`src/rtl/alu_resp_unit_if.sv`:
```
// alu_resp_unit_if
//   Request/response bundle for the ALU responder.
//   Parameters WIDTH / DEPTH / TAG_W must match those of the attached
//   alu_resp_unit instance.
//   master : initiator side (drives requests, consumes responses)
//   slave  : responder side (alu_resp_unit)
//   Signals:
//     req_valid_i / req_ready_o        request handshake
//     a_i, b_i, op_i, tag_i            request payload
//     rsp_valid_o / rsp_ready_i        response handshake
//     rsp_data_o, rsp_tag_o            head-of-queue result and tag
//     count_o                          queue occupancy
//     rsp_flags_o                      {carry, zero}, only with ALU_RESP_FLAGS_EN
interface alu_resp_unit_if #(
    parameter int unsigned WIDTH = 8,
    parameter int unsigned DEPTH = 4,
    parameter int unsigned TAG_W = 4
);
    localparam int unsigned CNT_W = $clog2(DEPTH) + 1;

    logic             req_valid_i;
    logic             req_ready_o;
    logic [WIDTH-1:0] a_i;
    logic [WIDTH-1:0] b_i;
    logic [2:0]       op_i;
    logic [TAG_W-1:0] tag_i;
    logic             rsp_valid_o;
    logic             rsp_ready_i;
    logic [WIDTH-1:0] rsp_data_o;
    logic [TAG_W-1:0] rsp_tag_o;
    logic [CNT_W-1:0] count_o;
`ifdef ALU_RESP_FLAGS_EN
    logic [1:0]       rsp_flags_o;
`endif

    modport master (
        output req_valid_i, a_i, b_i, op_i, tag_i, rsp_ready_i,
        input  req_ready_o, rsp_valid_o, rsp_data_o, rsp_tag_o, count_o
`ifdef ALU_RESP_FLAGS_EN
        , input rsp_flags_o
`endif
    );

    modport slave (
        input  req_valid_i, a_i, b_i, op_i, tag_i, rsp_ready_i,
        output req_ready_o, rsp_valid_o, rsp_data_o, rsp_tag_o, count_o
`ifdef ALU_RESP_FLAGS_EN
        , output rsp_flags_o
`endif
    );
endinterface

```
`src/rtl/alu_resp_unit.sv`:
```
// alu_resp_unit
//   Handshaked 8-bit (WIDTH) ALU responder. Each accepted request is
//   evaluated combinationally and its result written into a DEPTH-entry
//   response FIFO on the accepting edge; results leave in request order.
//   Ports:
//     clk      single rising-edge clock
//     reset_n  synchronous active-low reset (flushes the FIFO)
//     bus      alu_resp_unit_if.slave (request/response channels, count_o)
//   Optional build macro ALU_RESP_FLAGS_EN adds per-entry {carry, zero}
//   flags presented on bus.rsp_flags_o.
module alu_resp_unit #(
    parameter int unsigned WIDTH = 8,
    parameter int unsigned DEPTH = 4,
    parameter int unsigned TAG_W = 4
) (
    input  logic          clk,
    input  logic          reset_n,
    alu_resp_unit_if.slave bus
);
    localparam int unsigned PTR_W = $clog2(DEPTH);
    localparam int unsigned CNT_W = PTR_W + 1;
    localparam int unsigned SH_W  = $clog2(WIDTH);
    localparam logic [CNT_W-1:0] FULL_CNT = CNT_W'(DEPTH);

    typedef enum logic [2:0] {
        OP_ADD = 3'b000,
        OP_SUB = 3'b001,
        OP_SLL = 3'b010,
        OP_LSR = 3'b011,
        OP_AND = 3'b100,
        OP_OR  = 3'b101,
        OP_XOR = 3'b110,
        OP_EQL = 3'b111
    } op_e;

    // FIFO storage; contents need no reset because outputs are gated by count.
    logic [WIDTH-1:0] data_mem [DEPTH];
    logic [TAG_W-1:0] tag_mem  [DEPTH];
`ifdef ALU_RESP_FLAGS_EN
    logic [1:0]       flag_mem [DEPTH];
    logic [1:0]       alu_flags;
`endif

    logic [PTR_W-1:0] wr_ptr;
    logic [PTR_W-1:0] rd_ptr;
    logic [CNT_W-1:0] count;

    logic             empty;
    logic             full;
    logic             req_ready;
    logic             push;
    logic             pop;
    logic [WIDTH-1:0] alu_res;

    // ---------------------------------------------------------------
    // Handshake qualification
    // ---------------------------------------------------------------
    always_comb begin
        empty     = (count == '0);
        full      = (count == FULL_CNT);
        // No bypass at full: a same-cycle pop never frees a slot for the push.
        req_ready = !full && reset_n;
        push      = bus.req_valid_i && req_ready;
        pop       = !empty && bus.rsp_ready_i;
    end

    // ---------------------------------------------------------------
    // ALU datapath
    // ---------------------------------------------------------------
    always_comb begin
        alu_res = '0;
        case (op_e'(bus.op_i))
            OP_ADD:  alu_res = bus.a_i + bus.b_i;
            OP_SUB:  alu_res = bus.a_i - bus.b_i;
            OP_SLL:  alu_res = bus.a_i << bus.b_i[SH_W-1:0];
            OP_LSR:  alu_res = bus.a_i >> bus.b_i[SH_W-1:0];
            OP_AND:  alu_res = bus.a_i & bus.b_i;
            OP_OR:   alu_res = bus.a_i | bus.b_i;
            OP_XOR:  alu_res = bus.a_i ^ bus.b_i;
            OP_EQL:  alu_res = {{(WIDTH-1){1'b0}}, (bus.a_i == bus.b_i)};
            default: alu_res = '0;
        endcase
    end

`ifdef ALU_RESP_FLAGS_EN
    always_comb begin
        alu_flags = 2'b00;
        case (op_e'(bus.op_i))
            // Unsigned add overflowed exactly when the wrapped sum is below an operand.
            OP_ADD:  alu_flags[1] = (alu_res < bus.a_i);
            OP_SUB:  alu_flags[1] = (bus.a_i < bus.b_i);
            default: alu_flags[1] = 1'b0;
        endcase
        alu_flags[0] = (alu_res == '0);
    end
`endif

    // ---------------------------------------------------------------
    // FIFO write port
    // ---------------------------------------------------------------
    always_ff @(posedge clk) begin
        if (push) begin
            data_mem[wr_ptr] <= alu_res;
            tag_mem[wr_ptr]  <= bus.tag_i;
`ifdef ALU_RESP_FLAGS_EN
            flag_mem[wr_ptr] <= alu_flags;
`endif
        end
    end

    // ---------------------------------------------------------------
    // Pointers and occupancy
    // ---------------------------------------------------------------
    always_ff @(posedge clk) begin
        if (!reset_n) begin
            wr_ptr <= '0;
            rd_ptr <= '0;
            count  <= '0;
        end else begin
            // Pointers wrap naturally at DEPTH (power of two).
            if (push) wr_ptr <= wr_ptr + PTR_W'(1);
            if (pop)  rd_ptr <= rd_ptr + PTR_W'(1);
            case ({push, pop})
                2'b10:   count <= count + CNT_W'(1);
                2'b01:   count <= count - CNT_W'(1);
                default: count <= count;
            endcase
        end
    end

    // ---------------------------------------------------------------
    // Outputs: driven only from registered state, so no request-to-response
    // combinational path exists. Empty forces data/tag/flags to zero.
    // ---------------------------------------------------------------
    always_comb begin
        bus.req_ready_o = req_ready;
        bus.rsp_valid_o = !empty;
        bus.count_o     = count;
        bus.rsp_data_o  = empty ? '0 : data_mem[rd_ptr];
        bus.rsp_tag_o   = empty ? '0 : tag_mem[rd_ptr];
`ifdef ALU_RESP_FLAGS_EN
        bus.rsp_flags_o = empty ? 2'b00 : flag_mem[rd_ptr];
`endif
    end

endmodule
```
`src/flat_wrapper.sv`:
```
// flat-port wrapper written by rule: the top's interface ports become plain ports
module alu_resp_unit_flat 
#(
    parameter int unsigned WIDTH = 8,
    parameter int unsigned DEPTH = 4,
    parameter int unsigned TAG_W = 4
)
  (clk, reset_n, bus_req_valid_i, bus_a_i, bus_b_i, bus_op_i, bus_tag_i, bus_rsp_ready_i, bus_req_ready_o, bus_rsp_valid_o, bus_rsp_data_o, bus_rsp_tag_o, bus_count_o);
  alu_resp_unit_if #(.WIDTH(WIDTH), .DEPTH(DEPTH), .TAG_W(TAG_W)) bus_i ();
  input  logic clk;
  input  logic reset_n;
  input wire logic [$bits(bus_i.req_valid_i)-1:0] bus_req_valid_i;
  input wire logic [$bits(bus_i.a_i)-1:0] bus_a_i;
  input wire logic [$bits(bus_i.b_i)-1:0] bus_b_i;
  input wire logic [$bits(bus_i.op_i)-1:0] bus_op_i;
  input wire logic [$bits(bus_i.tag_i)-1:0] bus_tag_i;
  input wire logic [$bits(bus_i.rsp_ready_i)-1:0] bus_rsp_ready_i;
  output wire logic [$bits(bus_i.req_ready_o)-1:0] bus_req_ready_o;
  output wire logic [$bits(bus_i.rsp_valid_o)-1:0] bus_rsp_valid_o;
  output wire logic [$bits(bus_i.rsp_data_o)-1:0] bus_rsp_data_o;
  output wire logic [$bits(bus_i.rsp_tag_o)-1:0] bus_rsp_tag_o;
  output wire logic [$bits(bus_i.count_o)-1:0] bus_count_o;
  assign bus_i.req_valid_i = bus_req_valid_i;
  assign bus_i.a_i = bus_a_i;
  assign bus_i.b_i = bus_b_i;
  assign bus_i.op_i = bus_op_i;
  assign bus_i.tag_i = bus_tag_i;
  assign bus_i.rsp_ready_i = bus_rsp_ready_i;
  assign bus_req_ready_o = bus_i.req_ready_o;
  assign bus_rsp_valid_o = bus_i.rsp_valid_o;
  assign bus_rsp_data_o = bus_i.rsp_data_o;
  assign bus_rsp_tag_o = bus_i.rsp_tag_o;
  assign bus_count_o = bus_i.count_o;
  alu_resp_unit #(.WIDTH(WIDTH), .DEPTH(DEPTH), .TAG_W(TAG_W)) u_core (.clk(clk), .reset_n(reset_n), .bus(bus_i));
endmodule
```
`config.mk`:
```
export PLATFORM = sky130hd
export DESIGN_NAME = alu_resp_unit_flat
export DESIGN_NICKNAME = d
export VERILOG_FILES = /design/src/rtl/alu_resp_unit_if.sv /design/src/rtl/alu_resp_unit.sv /design/src/flat_wrapper.sv
export SDC_FILE = /design/constraint.sdc
export NUM_CORES = 1
export LEC_CHECK = 0
export CELL_PAD_IN_SITES_DETAIL_PLACEMENT = 1
export CELL_PAD_IN_SITES_GLOBAL_PLACEMENT = 1
export CORE_UTILIZATION = 55
export CTS_CLUSTER_DIAMETER = 60
export DETAILED_ROUTE_END_ITERATION = 8
export DONT_BUFFER_PORTS = 1
export GPL_TIMING_DRIVEN = 0
export PLACE_DENSITY = 0.9
export SLEW_MARGIN = 20
export SYNTH_ARGS = -nofsm -noshare
export SYNTH_HDL_FRONTEND = slang
export SYNTH_SLANG_ARGS = --single-unit
```
`constraint.sdc`:
```
create_clock -name clk -period 7.6 [get_ports clk]
set_input_delay 1.52 -clock clk [delete_from_list [all_inputs] [get_ports clk]]
set_output_delay 1.52 -clock clk [all_outputs]
set_load 0.02 [all_outputs]
```
# --- Word-level counts from Yosys, hierarchy flattened ---
# Memory sizes are Yosys's and may differ from the RTL's. A register that Yosys moved wholly into a read port is not among the register bits.
# Index checks and enable logic that the tools add are counted.
classes:
  shifts: 2
  n_mux: 10
  addsub: 6
  order_cmp: 0
  div_mod_pow: 0
  eq_ne: 11
  multipliers: 0
  reduce_logical: 8
  bitwise_logic: 3
ops:
  columns: ["operator", "count"]
  rows:
  - ["$pmux 8 s8", 1]
  - ["$eq 3x3->1 const B", 5]
  - ["$add 8x8->8", 1]
  - ["$and 8x8->8", 1]
  - ["$eq 8x8->1", 1]
  - ["$mux 2", 4]
  - ["$mux 8", 1]
  - ["$or 8x8->8", 1]
  - ["$shl 8x3->8", 1]
  - ["$shr 8x3->8", 1]
  - ["$sub 8x8->8", 1]
  - ["$xor 8x8->8", 1]
  - ["$eq 3x2->1 const B", 2]
  - ["$logic_not 3->1", 2]
  - ["$pmux 3 s2", 1]
  - ["$add 2x1->2 const B", 2]
  - ["$mux 4", 1]
  - ["$add 3x1->3 const B", 1]
  - ["$eq 3x1->1 const B", 1]
  - ["$logic_and 1x1->1", 3]
  - ["$sub 3x1->3 const B", 1]
  - ["$eq 2x1->1 const B", 1]
  - ["$eq 2x2->1 const B", 1]
  - ["$logic_not 1->1", 2]
  - ["other kinds (2)", 3]
word_totals:
  ram_bits: 48
  output_inout_bits: 17
  latch_bits: 0
  romBits: 0
  memories: 2
  register_bits: 7
  inputBits: 27
memory_table:
  columns: ["name", "words", "word_bits", "rd", "rd_clocked_by_memory_dff", "wr", "line_no", "source"]
  rows:
  - ["u_core.data_mem", 4, 8, 1, 1, 1, "alu_resp_unit.sv:37", "logic [WIDTH-1:0] data_mem [DEPTH];"]
  - ["u_core.tag_mem", 4, 4, 1, 1, 1, "alu_resp_unit.sv:38", "logic [TAG_W-1:0] tag_mem [DEPTH];"]

# --- Longest topological paths before layout ---
# Gate-level depths: netlist (run 1).
depth:
  ltp_word: 6
  mapped_depth: 10
  depth_no_buf: 10

# --- Worst setup path before layout (run 1) ---
# Ideal clock, no wire load.
synth_timing:
  kind: "input to output"
  from: "input port reset_n"
  to: "output port bus_req_ready_o"
  path_buffers: 0
  arrival_time_ns: 2.205
  cell_stages: 2
  required_ns: 6.080
  slack_ns: 3.875
  path_cell_list: "clkinv_1 -> a31oi_1"
synth_via:
  elab_chain_cells: 1
synth_rtl:
  columns: ["item", "line_no", "source"]
  rows:
  - ["start: declaration", "flat_wrapper.sv:11", "input logic reset_n;"]
  - ["$logic_and 1x1->1", "alu_resp_unit.sv:62", "req_ready = !full && reset_n;"]
  - ["end: declaration", "flat_wrapper.sv:18", "output wire logic [$bits(bus_i.req_ready_o)-1:0] bus_req_ready_o;"]
# No other way between the ends.

# --- Worst setup path after layout (run 1) ---
# Ends and elaborated chain as after synthesis.

==> results of run 1 <==
[sequential cells by signal (all words and copies together) (netlist names), named ones only]
name / count
u_core.data_mem: 32
u_core.rd_ptr: 2
u_core.bus.count_o: 3
u_core.tag_mem: 16
u_core.wr_ptr: 2
[power by group]
group          total (mW)  internal (mW)  switching [mW]
combinational       0.335          0.129           0.206
clock               0.264          0.153           0.111
sequential          0.395          0.371          0.0245
total               0.995          0.653           0.342
[final timing paths]
| check | startpoint | to | slack (ns) |
|---|---|---|---|
| setup / recovery | reset_n | bus_req_ready_o | 3.62 |
| setup reg to reg | u_core.bus.count_o[0]$_SDFFE_PN0P_ | u_core.bus.count_o[2]$_SDFFE_PN0P_ | 4.82 |
| hold / removal | u_core.wr_ptr[1]$_SDFFE_PN0P_ | u_core.wr_ptr[1]$_SDFFE_PN0P_ | 0.56 |
| hold reg to reg | u_core.wr_ptr[1]$_SDFFE_PN0P_ | u_core.wr_ptr[1]$_SDFFE_PN0P_ | 0.56 |
[logic make-up after synthesis]
group | Yosys count | share of synthesized area [%]
simple gates | 88 | 11.34
xor+xnor | 15 | 3.383
fa+ha+maj | 32 | 10.89
flops | 57 | 41.75
buf+inv | 50 | 5.251
mux | 32 | 15.05
compound gates | 71 | 12.34
[metal layers]
metal  GRT usage, %  vias to the layer above  share of wire (%)
li1               -                     1290                  -
met2          47.40                       91                 53
met5              0                        -                  0
met4          11.06                        0                2.4
met3          5.486                       23                4.9
met1          30.96                     1387                 40
[synthesized netlist by cell type, types with 4 or more instances]
cell,n,area (µm²)
a211oi_1,4,30.03
a21oi_1,15,75.07
a31oi_1,5,31.28
and2_1,15,93.84
and3_1,7,43.79
buf_2,7,35.03
clkbuf_1,10,37.54
dfxtp_1,9,180.2
edfxtp_1,48,1441
ha_1,29,362.9
inv_1,30,112.6
mux2i_1,10,100.1
mux4_2,17,382.9
nand2_1,21,78.83
nand2b_1,6,37.54
nor2_1,21,78.83
nor2b_1,6,37.54
nor3_1,5,25.02
o21ai_0,13,65.06
o22ai_1,5,31.28
xnor2_1,5,43.79
xor2_1,10,87.58
[area by class of cell]
cell class,count,area (µm²)
fillers,703,2597
multi-input cells,238,2058
flip-flops and latches,57,1622
clock buffers,14,182.7
well taps,96,120.1
inverters,31,116.4
plain buffers,19,87.58
clock inverters,2,10.01
==> impl_metrics.tcl, run 1 <==
set metrics [dict create \
    rsz0062_at_grt "false" \
    ant_nets 0 \
    worst_slew_pin_slew_ns 1.041 \
    cts_setup_buffers 0 \
    powerDensity_mw_per_mm2 237.0 \
    crit_type "input port to output pin" \
    final_common_cell "edfxtp_1" \
    fin_ws_ns 3.624 \
    ys.flop_type "edfxtp_1" \
    initial_core_util_pct 57.16 \
    fin_tns_setup_ns 0 \
    synthCells 345 \
    drtIter0Drc 135 \
    status "completed" \
    syn_to_final_growth_pct 8.054 \
    num_rows 30 \
    grt_max_degree 13 \
    r2r_cells 10 \
    synth.avg_cell_area_um2 11.26 \
    vias 2791 \
    max_stage_delay_ns 0.71 \
    cpLargestDelayFamily "compound AO/OA/AOI/OAI gates" \
    hp-class "flop to flop" \
    finalWirelength_um 9374 \
    synthesis.area_mm2 0.003884 \
    grt_pass1_wl_um 14770 \
    ios 44 \
    post-route-period-util_pct 52.31 \
    gp_congestion 0.9382 \
    h-tree-depth 3 \
    cp.arrival_ns 2.46 \
    grtUsageTotal_pct 26.54 \
    final_max_slew_viol_count 0 \
    antenna_cells 0 \
    place_area_mm2 0.004004 \
    synth-edff-count 48 \
    vdd_drop_max_v 0.0001035 \
    min_delay_path_depth 2 \
    cp_num_cells 2 \
    nets 415 \
    cts.sinks 57 \
    overflow 0 \
    max_freq_mhz 251.5 \
    fp.dieArea_mm2 0.007401 \
    p_leak_nw 1.631 \
    remaining_drc_errors 0 \
    final_cell_area_mm2 0.004197 \
    clock_path_buffers 2 \
    tritoncts "built" \
    drt-pass1-iter-count 4 \
    cts_root_buffer "clkbuf_8" \
    grt_pass1_vias 2964 \
    cp-end-kind "output pin" \
    post_cts_resized 0 \
    ys_ff_latch 57 \
    async_flop_share_pct 0 \
    ys_seq_area_share_pct 41.75 \
    clock_skew_ns 0.006077 \
    cp_slowest_cell "a31oi_1" \
    worstPathCellList "clkinv_1 -> a31oi_1" \
    core_area_mm2 0.006794 \
    final_util_pct 61.77 \
    period_needed_ns 3.976 \
    synth_cell_types 49 \
    clock_latency_ns 0.33 \
    critical_path_buf_inv_count 1 \
    worstPathMaxFanout 9 \
    antenna_found_initial 0 \
    postCtsHoldBufs 0 \
    hold_viol_final 0 \
    fin_total_pwr_mw 0.9947 \
    drive_gt1_share_pct 11.91 \
    hpwlAfterDp_um 7331 \
    crit_required_ns 6.08 \
    dp_slack_ns 3.605 \
    startpoint_type "input port" \
    place_inst 441 \
    final_cell_mix "edfxtp_1 (48), inv_1 (30), ha_1 (29), nor2_1 (21), nand2_1 (21)" \
    fin_cells 457 \
    synth_nets 404 \
    port_buffers 0 \
    die_y_um 86.03 \
    maxCapViolCount 0 \
    hold_ws_ns 0.5565 \
    die_x_um 86.03 \
    relSlewSlack_pct 30.06 \
    setup_viol 0 \
    cts_made_buffers 9 \
    vias_per_cell 6.107 \
    yosys_warnings 0 \
    path_clk_slew_ns 0.06 \
    wl_per_cell_um 20.51 \
]
No activity file was read; power rests on OpenSTA's default activity.
==> run 2: changes to the inputs <==
--- a/config.mk
+++ b/config.mk
@@ -7,12 +7,12 @@
 export LEC_CHECK = 0
 export CELL_PAD_IN_SITES_DETAIL_PLACEMENT = 1
 export CELL_PAD_IN_SITES_GLOBAL_PLACEMENT = 1
-export CORE_UTILIZATION = 55
+export CORE_UTILIZATION = 46
 export CTS_CLUSTER_DIAMETER = 60
 export DETAILED_ROUTE_END_ITERATION = 8
 export DONT_BUFFER_PORTS = 1
 export GPL_TIMING_DRIVEN = 0
-export PLACE_DENSITY = 0.9
+export PLACE_DENSITY = 0.81
 export SLEW_MARGIN = 20
 export SYNTH_ARGS = -nofsm -noshare
 export SYNTH_HDL_FRONTEND = slang
==> constraint.sdc (replaced) <==
create_clock -name clk -period 3.59 [get_ports clk]
set_input_delay 0.718 -clock clk [delete_from_list [all_inputs] [get_ports clk]]
set_output_delay 0.718 -clock clk [all_outputs]
set_load 0.02 [all_outputs]
==> run 2 against run 1 <==
Cell count up 2.0%. Routed wire length is 2.3% higher. Combinational power grew 110%. Sequential power grew 110%. Via count is 1.9% lower. Hold slack worse by 0.074 ns. Flip-flop and latch count is the same. Worst setup slack worse by 2.9 ns. Clock skew about the same. Non-clock buffer count stayed put. Largest cell class unchanged.
==> impl_metrics.tcl, run 2 (same netlist as run 1, synthesis figures left out) <==
set metrics [dict create \
    nets 415 \
    cts_root_buffer "clkbuf_8" \
    worstPathCellList "buf_2 -> inv_1 -> ha_1 -> nor3_1 -> a211o_1 -> nor2b_1 -> mux2i_1 -> o21ai_0 -> a211o_1" \
    powerDensity_mw_per_mm2 491.2 \
    clock_path_buffers 2 \
    vias_per_cell 5.876 \
    post-route-period-util_pct 78.71 \
    worst_slew_pin_slew_ns 1.079 \
    finalWirelength_um 9592 \
    maxCapViolCount 0 \
    postCtsHoldBufs 0 \
    die_y_um 93.89 \
    antenna_cells 0 \
    crit_required_ns 3.65 \
    vias 2738 \
    cp-end-kind "flop" \
    fin_total_pwr_mw 2.058 \
    p_leak_nw 1.622 \
    cts_made_buffers 9 \
    drt-pass1-iter-count 4 \
    critical_path_buf_inv_count 2 \
    drive_gt1_share_pct 11.63 \
    overflow 0 \
    post_cts_resized 0 \
    grt_pass1_vias 3008 \
    ios 44 \
    die_x_um 93.89 \
    startpoint_type "input port" \
    drtIter0Drc 135 \
    fill_cells 895 \
    cts.sinks 57 \
    hp-class "input port to flop" \
    status "completed" \
    final_util_pct 51.24 \
    num_rows 33 \
    crit_type "input port to flop" \
    cp_slowest_cell "ha_1" \
    max_freq_mhz 353.9 \
    worstPathMaxFanout 9 \
    final_cell_mix "edfxtp_1 (48), inv_1 (30), ha_1 (29), nor2_1 (21), nand2_1 (21)" \
    initial_core_util_pct 47.51 \
    grtUsageTotal_pct 23.40 \
    wl_per_cell_um 20.58 \
    rsz0062_at_grt "false" \
    tritoncts "built" \
    largest_register_ff_count 32 \
    cpLargestDelayFamily "compound AO/OA/AOI/OAI gates" \
    antenna_found_initial 0 \
    max_stage_delay_ns 0.36 \
    h-tree-depth 3 \
    fp.dieArea_mm2 0.008814 \
    clock_latency_ns 0.33 \
    ant_nets 0 \
    final_max_slew_viol_count 0 \
    vdd_drop_max_v 0.0001841 \
    path_clk_slew_ns 0.06 \
    hold_viol_final 0 \
    hpwlAfterDp_um 7449 \
    relSlewSlack_pct 27.54 \
    clock_skew_ns 0.006496 \
    hold_ws_ns 0.4826 \
    grt_pass1_wl_um 15470 \
    place_inst 450 \
    fin_tns_setup_ns 0 \
    port_buffers 0 \
    syn_to_final_growth_pct 7.861 \
    crit_top_cell "a211o_1" \
    period_needed_ns 2.826 \
    grt_max_degree 13 \
    cts_setup_buffers 0 \
    setup_viol 0 \
    remaining_drc_errors 0 \
    final_common_cell "edfxtp_1" \
    core_area_mm2 0.008175 \
    gp_congestion 0.8508 \
    regMostFlops "u_core.data_mem" \
    fin_cells 466 \
    cp.arrival_ns 2.88 \
]
## run 2: cell count changes in the layout (fill, tap and decap cells not counted)
cell,delta
clkbuf_1,+1
clkbuf_8,-2
clkinv_2,+1
## run 2: through the flow
| step | cell area (µm²) | worst slack (ns) |
|---|---|---|
| finish | 4189 | 0.7643 |
| global route | 4189 | 0.5739 |
| CTS | 4189 | 0.7736 |
| detailed placement | 4015 | 0.4300 |
| global placement | 4015 | 0.4917 |
| floorplan | 3884 | 0.8753 |
## run 2: layer usage
metal	wire length [µm]	global-route usage [%]	vias up
met2	5016	41.97	62
met3	346	3.722	9
met4	135	8.462	0
met1	4094	28.15	1367
met5	0	0	-
li1	-	-	1300
## run 2: cell type report
cell class                      count  area [µm²]  share of cell area (%)
Tap cell                          105       131.4                   3.136
Clock buffer                       13       158.9                   3.793
Buffer                             19       87.58                   2.091
Multi-Input combinational cell    238        2058                   49.13
Clock inverter                      3       15.01                  0.3584
Sequential cell                    57        1622                   38.71
Inverter                           31       116.4                   2.778
## run 2: path summary, 6_finish.rpt
check                                           from                            endpoint  cells after the start  slack, ns
setup / recovery                          bus_b_i[1]     u_core.data_mem[0][5]$_DFFE_PP_                      9       0.76
hold / removal                          bus_tag_i[3]      u_core.tag_mem[1][3]$_DFFE_PP_                      0       0.48
setup reg to reg  u_core.bus.count_o[0]$_SDFFE_PN0P_  u_core.bus.count_o[2]$_SDFFE_PN0P_                     10       0.80
hold reg to reg        u_core.rd_ptr[1]$_SDFFE_PN0P_       u_core.rd_ptr[1]$_SDFFE_PN0P_                      2       0.58
## run 2: power breakdown
group	switching, mW	internal [mW]
Sequential	0.0517	0.785
Combinational	0.429	0.273
Clock	0.234	0.285
Total	0.714	1.34
## run 2: worst register-to-register path, cell delays in order, from the launching register on
cell and delay (ns):
dfxtp_1 0.52, inv_1 0.15, a31oi_1 0.65, and2_1 0.33
inv_1 0.07, ha_1 0.22, inv_1 0.08, fa_1 0.18
xor2_1 0.07, or3_1 0.30, a21oi_1 0.16
==> run 3: changes to the inputs <==
--- a/config.mk
+++ b/config.mk
@@ -7,12 +7,12 @@
 export LEC_CHECK = 0
 export CELL_PAD_IN_SITES_DETAIL_PLACEMENT = 1
 export CELL_PAD_IN_SITES_GLOBAL_PLACEMENT = 1
-export CORE_UTILIZATION = 46
+export CORE_UTILIZATION = 51
 export CTS_CLUSTER_DIAMETER = 60
 export DETAILED_ROUTE_END_ITERATION = 8
 export DONT_BUFFER_PORTS = 1
 export GPL_TIMING_DRIVEN = 0
-export PLACE_DENSITY = 0.81
+export PLACE_DENSITY = 0.85
 export SLEW_MARGIN = 20
 export SYNTH_ARGS = -nofsm -noshare
 export SYNTH_HDL_FRONTEND = slang
==> constraint.sdc (replaced) <==
create_clock -name clk -period 2.6 [get_ports clk]
set_input_delay 0.52 -clock clk [delete_from_list [all_inputs] [get_ports clk]]
set_output_delay 0.52 -clock clk [all_outputs]
set_load 0.02 [all_outputs]
==> run 3 against run 2 <==
Flip-flop and latch count stayed put. Clock skew is 0.00093 ns lower. Die area decreased by 9.6%.
==> impl_metrics.tcl, run 3 (same netlist as run 1, synthesis figures left out) <==
set metrics [dict create \
    status "completed" \
    worstPathMaxFanout 6 \
    port_buffers 0 \
    wl_per_cell_um 20.59 \
    drive_gt1_share_pct 15.45 \
    fin_cells 468 \
    max_stage_delay_ns 0.57 \
    p_leak_nw 1.657 \
    rr_endpoint "u_core.bus.count_o[2]$_SDFFE_PN0P_" \
    drt-pass1-iter-count 4 \
    die_x_um 89.27 \
    hold_viol_final 0 \
    r2r_cells 9 \
    hold_path_end "u_core.tag_mem[1][3]$_DFFE_PP_" \
    clock_path_buffers 2 \
    relSlewSlack_pct 29.83 \
    final_max_slew_viol_count 0 \
    ios 44 \
    tritoncts "built" \
    final_cell_mix "edfxtp_1 (48), ha_1 (29), inv_1 (28), nor2_1 (21), nand2_1 (21)" \
    antenna_found_initial 0 \
    setup_viol 0 \
    crit_top_cell "inv_1" \
    post-route-period-util_pct 95.55 \
    rsz0062_at_grt "false" \
    vdd_drop_max_v 0.0002631 \
    maxCapViolCount 0 \
    gp_congestion 0.8616 \
    worstPathCellList "a31oi_4 -> and2_1 -> inv_1 -> ha_1 -> inv_1 -> fa_1 -> xor2_1 -> or3_1 -> a21oi_1" \
    final_common_cell "edfxtp_1" \
    grt_pass1_vias 2953 \
    fill_cells 801 \
    ant_nets 0 \
    grt_max_degree 13 \
    initial_core_util_pct 53.26 \
    regMostFlops "u_core.data_mem" \
    max_freq_mhz 402.5 \
    vias_per_cell 6.017 \
    crit_required_ns 2.85 \
    grt_pass1_wl_um 15100 \
    largest_register_ff_count 32 \
    hold_start "bus_tag_i[3]" \
    powerDensity_mw_per_mm2 672.8 \
    vias 2816 \
    num_rows 31 \
    place_inst 444 \
    period_needed_ns 2.484 \
    finalWirelength_um 9635 \
    crit_type "flop to flop" \
    fin_total_pwr_mw 2.879 \
    grtUsageTotal_pct 26.17 \
    final_util_pct 58.68 \
    path_clk_slew_ns 0.06 \
    final_cell_area_mm2 0.004279 \
    fp.dieArea_mm2 0.007968 \
    h-tree-depth 3 \
    core_area_mm2 0.007292 \
    rrSetupSlack_ns 0.12 \
    die_y_um 89.27 \
    drtIter0Drc 203 \
    hp-class "input port to flop" \
    remaining_drc_errors 0 \
    overflow 0 \
    hpwlAfterDp_um 7160 \
    clock_skew_ns 0.005562 \
    cts.sinks 57 \
    cp-end-kind "flop" \
    worst_slew_pin_slew_ns 1.045 \
    clock_latency_ns 0.33 \
    fin_ws_ns 0.1156 \
    critical_path_buf_inv_count 2 \
    cp.arrival_ns 2.73 \
    fin_tns_setup_ns 0 \
    syn_to_final_growth_pct 10.18 \
    cts_made_buffers 9 \
    place_area_mm2 0.004008 \
    nets 423 \
    dp_slack_ns -0.3523 \
    cpLargestDelayFamily "simple AND/OR/NAND/NOR gates" \
    cts_root_buffer "clkbuf_8" \
    startpoint_type "flop" \
    cp_slowest_cell "dfxtp_1" \
    antenna_cells 0 \
    min_delay_path_depth 0 \
    r2r-start "u_core.bus.count_o[2]$_SDFFE_PN0P_" \
    hold_ws_ns 0.2848 \
]
==> run 3: changes by cell type in the layout (fill, tap and decap cells not counted), moves of 2 or more <==
cell and change:
clkinvlp_4 +2, a21oi_2 +2, buf_4 +8, a21oi_1 -2, inv_1 -2, clkbuf_4 +2
buf_2 -2
==> run 3: cell type report <==
type,instances,area (µm²),area share [%]
multi-input combinational,238,2081,48.63
sequential,57,1623,37.92
clock buffer,13,158.9,3.713
inverter,31,123.9,2.895
tap,99,123.9,2.895
buffer,19,93.84,2.193
timing repair buffer,8,60.06,1.404
clock inverter,3,15.01,0.3509
==> run 3: routing by layer <==
layer / track usage, % / part of all wire [%] / vias up
met5: 0 / 0 / -
met4: 10.10 / 2.7 / 0
met3: 6.002 / 4.7 / 20
met2: 46.01 / 51 / 90
met1: 31.22 / 41 / 1384
li1: - / - / 1322
==> run 3: repair_timing <==
item,in CTS,in global routing
pin swaps,0,2
buffers inserted,0,8
endpoints found under the setup margin,6,18
resized for setup,3,9
hold buffers,0,0
==> run 3: worst register-to-register path: cells and delay by family, from the launching register on <==
kind / cells / cell delay [ns]
simple gates: 2 / 0.59
flops: 1 / 0.57
fa+ha+maj: 2 / 0.56
compound gates: 2 / 0.39
xor+xnor: 1 / 0.16
buf+inv: 2 / 0.14
==> run 3: power by group <==
group / switching (mW) / leakage (nW) / internal, mW
registers: 0.0724 / 0.512 / 1.09
logic: 0.611 / 1.05 / 0.397
clock network: 0.319 / 0.0932 / 0.393
total: 1.00 / 1.66 / 1.88
==> run 3: worst max-delay path by stage <==
stage,from,to,cells past startpoint
3_3_place_gp,bus_b_i[1],u_core.data_mem[0][7]$_DFFE_PP_,9
2_1_floorplan,reset_n,u_core.bus.count_o[2]$_SDFFE_PN0P_,10
6_report,u_core.bus.count_o[2]$_SDFFE_PN0P_,u_core.bus.count_o[2]$_SDFFE_PN0P_,9
3_5_place_dp,bus_b_i[1],u_core.data_mem[0][7]$_DFFE_PP_,9
5_1_grt,bus_b_i[1],u_core.data_mem[0][6]$_DFFE_PP_,10
4_1_cts,bus_b_i[1],u_core.data_mem[1][7]$_DFFE_PP_,9
